File: src/rtl/mat_mul_pkg.sv
// Shared definitions for the systolic matrix-multiply datapath.
package mat_mul_pkg;

  localparam int unsigned DATA_W = 8;
  localparam int unsigned PROD_W = 16;
  localparam int unsigned ACC_W  = 32;

  // Result-register occupancy of the dot-product accumulator
  typedef enum logic {
    OUT_EMPTY = 1'b0,
    OUT_FULL  = 1'b1
  } out_state_t;

endpackage : mat_mul_pkg

File: src/rtl/group_counter.sv
// Modulo-K counter of absorbed products; wrap_c flags the K-th increment.
module group_counter #(
  parameter int unsigned K     = 8,
  parameter int unsigned CNT_W = $clog2(K + 1)
) (
  input  logic             clk,
  input  logic             rst,
  input  logic             en,
  input  logic             clr,
  output logic [CNT_W-1:0] count,
  output logic             wrap_c
);

  localparam logic [CNT_W-1:0] LAST = CNT_W'(K - 1);

  // The increment that would reach K returns to zero instead
  assign wrap_c = en && !clr && (count == LAST);

  // Count register: sync clear has priority over enable
  always_ff @(posedge clk or negedge rst) begin
    if (!rst) begin
      count <= '0;
    end else if (clr) begin
      count <= '0;
    end else if (en) begin
      count <= wrap_c ? '0 : count + CNT_W'(1);
    end
  end

endmodule : group_counter

File: src/rtl/dot_accumulator.sv
// Sums K valid products into one dot-product result held behind a valid/ready register.
module dot_accumulator #(
  parameter int unsigned PROD_W = mat_mul_pkg::PROD_W,
  parameter int unsigned ACC_W  = mat_mul_pkg::ACC_W,
  parameter int unsigned K      = 8
) (
  input  logic                     clk,
  input  logic                     rst,
  input  logic [PROD_W-1:0]        product,
  input  logic                     valid_in,
  input  logic                     clear,
  output logic [ACC_W-1:0]         sum,
  output logic                     sum_valid,
  input  logic                     sum_ready,
  output logic [$clog2(K+1)-1:0]   count,
  output logic                     overrun
);

  import mat_mul_pkg::*;

  localparam int unsigned CNT_W = $clog2(K + 1);

  // Reject configurations that could wrap the accumulator
  if (K < 1) begin : g_k_check
    $error("dot_accumulator: K must be at least 1");
  end
  if (ACC_W < PROD_W + $clog2(K)) begin : g_width_check
    $error("dot_accumulator: ACC_W too narrow for K products of PROD_W bits");
  end

  logic [ACC_W-1:0] acc_q;
  logic [ACC_W-1:0] acc_sum_c;
  logic             done_c;
  logic             set_ovr_c;
  out_state_t       state_q;
  out_state_t       state_d;

  // Group position; a clear or reset restarts the group
  group_counter #(
    .K     (K),
    .CNT_W (CNT_W)
  ) u_group_counter (
    .clk    (clk),
    .rst    (rst),
    .en     (valid_in),
    .clr    (clear),
    .count  (count),
    .wrap_c (done_c)
  );

  assign acc_sum_c = acc_q + ACC_W'(product);
  assign sum_valid = (state_q == OUT_FULL);

  // Output FSM state register
  always_ff @(posedge clk or negedge rst) begin
    if (!rst) begin
      state_q <= OUT_EMPTY;
    end else begin
      state_q <= state_d;
    end
  end

  // Next state; a completion while FULL replaces the result, flagging loss if unaccepted
  always_comb begin
    state_d   = state_q;
    set_ovr_c = 1'b0;
    unique case (state_q)
      OUT_EMPTY: begin
        if (done_c) state_d = OUT_FULL;
      end
      OUT_FULL: begin
        if (done_c) begin
          state_d   = OUT_FULL;
          set_ovr_c = !sum_ready;
        end else if (sum_ready) begin
          state_d = OUT_EMPTY;
        end
      end
    endcase
  end

  // Accumulator, result register and sticky overrun flag
  always_ff @(posedge clk or negedge rst) begin
    if (!rst) begin
      acc_q   <= '0;
      sum     <= '0;
      overrun <= 1'b0;
    end else begin
      if (clear) begin
        acc_q <= '0;
      end else if (valid_in) begin
        acc_q <= done_c ? '0 : acc_sum_c;
      end
      if (done_c) begin
        sum <= acc_sum_c;
      end
      if (clear) begin
        overrun <= 1'b0;
      end else if (set_ovr_c) begin
        overrun <= 1'b1;
      end
    end
  end

endmodule : dot_accumulator

File: config.mk
export PLATFORM = sky130hd
export DESIGN_NAME = dot_accumulator
export DESIGN_NICKNAME = d
export VERILOG_FILES = /design/src/rtl/mat_mul_pkg.sv /design/src/rtl/group_counter.sv /design/src/rtl/dot_accumulator.sv
export SDC_FILE = /design/constraint.sdc
export NUM_CORES = 1
export LEC_CHECK = 0
export CAP_MARGIN = 20
export CORE_UTILIZATION = 50
export CTS_CLUSTER_DIAMETER = 150
export DETAILED_ROUTE_END_ITERATION = 10
export GPL_TIMING_DRIVEN = 0
export PLACE_DENSITY = 0.75
export SYNTH_ARGS = -nofsm -noshare
export SYNTH_HDL_FRONTEND = slang
export SYNTH_SLANG_ARGS = --single-unit
File: constraint.sdc
create_clock -name clk -period 4.2 [get_ports clk]
set_clock_uncertainty 0.2 [all_clocks]
set_input_delay 1.26 -clock clk [delete_from_list [all_inputs] [get_ports clk]]
set_output_delay 1.26 -clock clk [all_outputs]
set_load 0.005 [all_outputs]
==> results.sh <==
export IMPL_num_rows=32
export IMPL_crit_arrival_ns=3.88
export IMPL_setup_violations=0
export IMPL_powerDensity_mw_per_mm2=338.4
export IMPL_drv_slew=0
export IMPL_drive_above_1_share_pct=7.692
export IMPL_dieArea_mm2=0.008252
export IMPL_totalWireLength_mm=9.305
export IMPL_first_pass_iters=4
export IMPL_coreArea_mm2=0.007687
export IMPL_synth_edf_count=0
export IMPL_leakage_nw=2.146
export IMPL_synth_seq_cells=70
export IMPL_gp_congestion=0.8955
export IMPL_clock_sinks=70
export IMPL_synth_cells=421
export IMPL_grt_pass1_wl_mm=15.84
export IMPL_overflow=0
export IMPL_hold_start="sum[9]"
export IMPL_fin_crit_sh_pct=91.35
export IMPL_ys_warn_count=0
export IMPL_worst_endpoint_required_ns=4.24
export IMPL_final_common_cell="nand2_1"
export IMPL_synth_area_per_cell_um2=9.374
export IMPL_insertedDiodeCount=0
export IMPL_cts_path_max_buffers=2
export IMPL_initialDrtViolationCount=213
export IMPL_die_w_um=90.84
export IMPL_hold_slack_ns=0.2759
export IMPL_max_vdd_ir_drop_uv=220.7
export IMPL_nets=528
export IMPL_route_detailed_drc=0
export IMPL_multi_input_area_mm2=0.002077
export IMPL_place_ws_ns=0.04032
export IMPL_synth_nets=460
export IMPL_cts_root_buf="clkbuf_8"
export IMPL_rr_worst_depth=8
export IMPL_crit_path_start="product[0]"
export IMPL_clk_latency_ns=0.35
export IMPL_finalPower_mw=1.638
export IMPL_vias=3404
export IMPL_regArea_mm2=0.001752
export IMPL_critical_path_class="input port to register"
export IMPL_rsz0062_at_grt="false"
export IMPL_ctsHoldBuffers=0
export IMPL_layout_common_cells="79 x nand2_1, 70 x dfrtp_1, 56 x clkdlybuf4s50_1"
export IMPL_vias_per_cell=5.711
export IMPL_outcome="finished clean"
export IMPL_end_kind="register"
export IMPL_numCtsBuffers=9
export IMPL_die_height_um=90.84
export IMPL_ys_seq_area_share_pct=44.39
export IMPL_grt_pass1_vias=3301
export IMPL_clk_pin_slew_worst_paths_ns=0.08
export IMPL_grt_start_max_net_pins=71
export IMPL_syn2layout_area_growth_pct=22.64
export IMPL_antenna_found_initial=0
export IMPL_syn_area_mm2=0.003946
export IMPL_n_fill_cell=687
export IMPL_synth_distinct_cells=51
export IMPL_layout_setup_ws_ns=0.3633
export IMPL_portBuffers=57
export IMPL_slew_limit_headroom_pct=27.18
export IMPL_gr_usage_all_layers_pct=24.29
export IMPL_maxCapViolations=0
export IMPL_cts_resized=0
export IMPL_fmax_mhz=260.6
export IMPL_ant_nets=0
export IMPL_cts_setup_buffers=0
export IMPL_cts_tree="built"
export IMPL_cp_start_kind="input port"
export IMPL_max_slew_worst_pin_slew_ns=1.084
export IMPL_path_max_fanout=3
export IMPL_worstHoldPathCells=2
export IMPL_hold_path_class="register to register"
export IMPL_synth_ff_type="dfrtp_1"
export IMPL_hpwl_mm=6.700
export IMPL_routedWlPerCell_um=15.61
export IMPL_start_util_pct=51.33
export IMPL_finalHoldViolations=0
export IMPL_ctsHtreeMaxLevel=3
export IMPL_fin_crit_ns=3.837
export IMPL_ios=59
export IMPL_rr_startpoint="acc_q[0]"
export IMPL_synthArstFlopShare_pct=100.0
-- flip-flops by register name, summed over array words and instances (netlist names) --
signal and count:
acc_q 32, overrun 1, sum 32, sum_valid 1, u_group_counter.count 4
-- worst max-delay path: stages --
cell and delay (ns):
clkdlybuf4s50_1 0.40, ha_1 0.25, fa_1 0.44, a211oi_1 0.41
o211ai_1 0.21, a41oi_1 0.36, o21a_1 0.24, xnor2_1 0.11
a22o_1 0.21
-- routing by layer --
layer	global-route usage [%]	wire length, um	vias up
met5	0	0	-
li1	-	-	1640
met1	34.05	4376	1649
met2	37.63	4336	100
met4	9.392	155	0
met3	4.209	437	15
-- power breakdown --
part / leakage (nW) / internal (mW) / switching (mW)
Sequential: 0.966 / 0.700 / 0.0196
Clock: 0.0996 / 0.276 / 0.281
Combinational: 1.08 / 0.150 / 0.211
-- worst paths after layout --
kind	endpoint	slack [ns]
setup / recovery	acc_q[12]	0.36
min in group asynchronous	acc_q[24]	0.82
hold reg to reg	sum[9]	0.28
hold / removal	sum[9]	0.28
setup reg to reg	acc_q[12]	1.29
max in group asynchronous	overrun	2.41
-- cell families after synthesis --
kind of cell	synth area share (%)
buffers and inverters	2.980
DFF	44.39
adders and majority gates	5.897
xor gates and xnor gates	6.658
muxes	0.8243
AOI/OAI and AO/OA	21.12
and+or+nand+nor	18.14
-- cells in the mapped netlist (all sizes together), types with 8 or more instances --
cell / n / area, um2
xnor2: 16 / 140.1
a31oi: 13 / 81.33
a22o: 15 / 131.4
o31ai: 8 / 60.06
o21ai: 45 / 225.2
nand2: 80 / 302.8
nand3: 10 / 80.08
xor2: 14 / 122.6
clkbuf: 18 / 67.56
dfrtp: 70 / 1752
ha: 17 / 212.7
a21oi: 23 / 118.9
nor2: 16 / 60.06
-- per-stage QoR --
stage               instances  util (%)  instance area [um2]  setup TNS [ns]
floorplan                 421         -                 3946               0
global placement          580     60.42                 4644          -50.91
detailed placement        580     60.38                 4642               0
CTS                       596     62.96                 4840               0
global route              596     62.96                 4840               0
finish                    596     62.96                 4840               0
-- area by class of cell --
type / instances / area share (%)
Sequential cell: 70 / 36.19
Multi-Input combinational cell: 326 / 42.92
Buffer: 22 / 2.198
Tap cell: 102 / 2.637
Timing Repair Buffer: 57 / 11.74
Clock buffer: 9 / 2.559
Inverter: 3 / 0.2327
Clock inverter: 7 / 1.525
(Power assumes the default switching activity.)
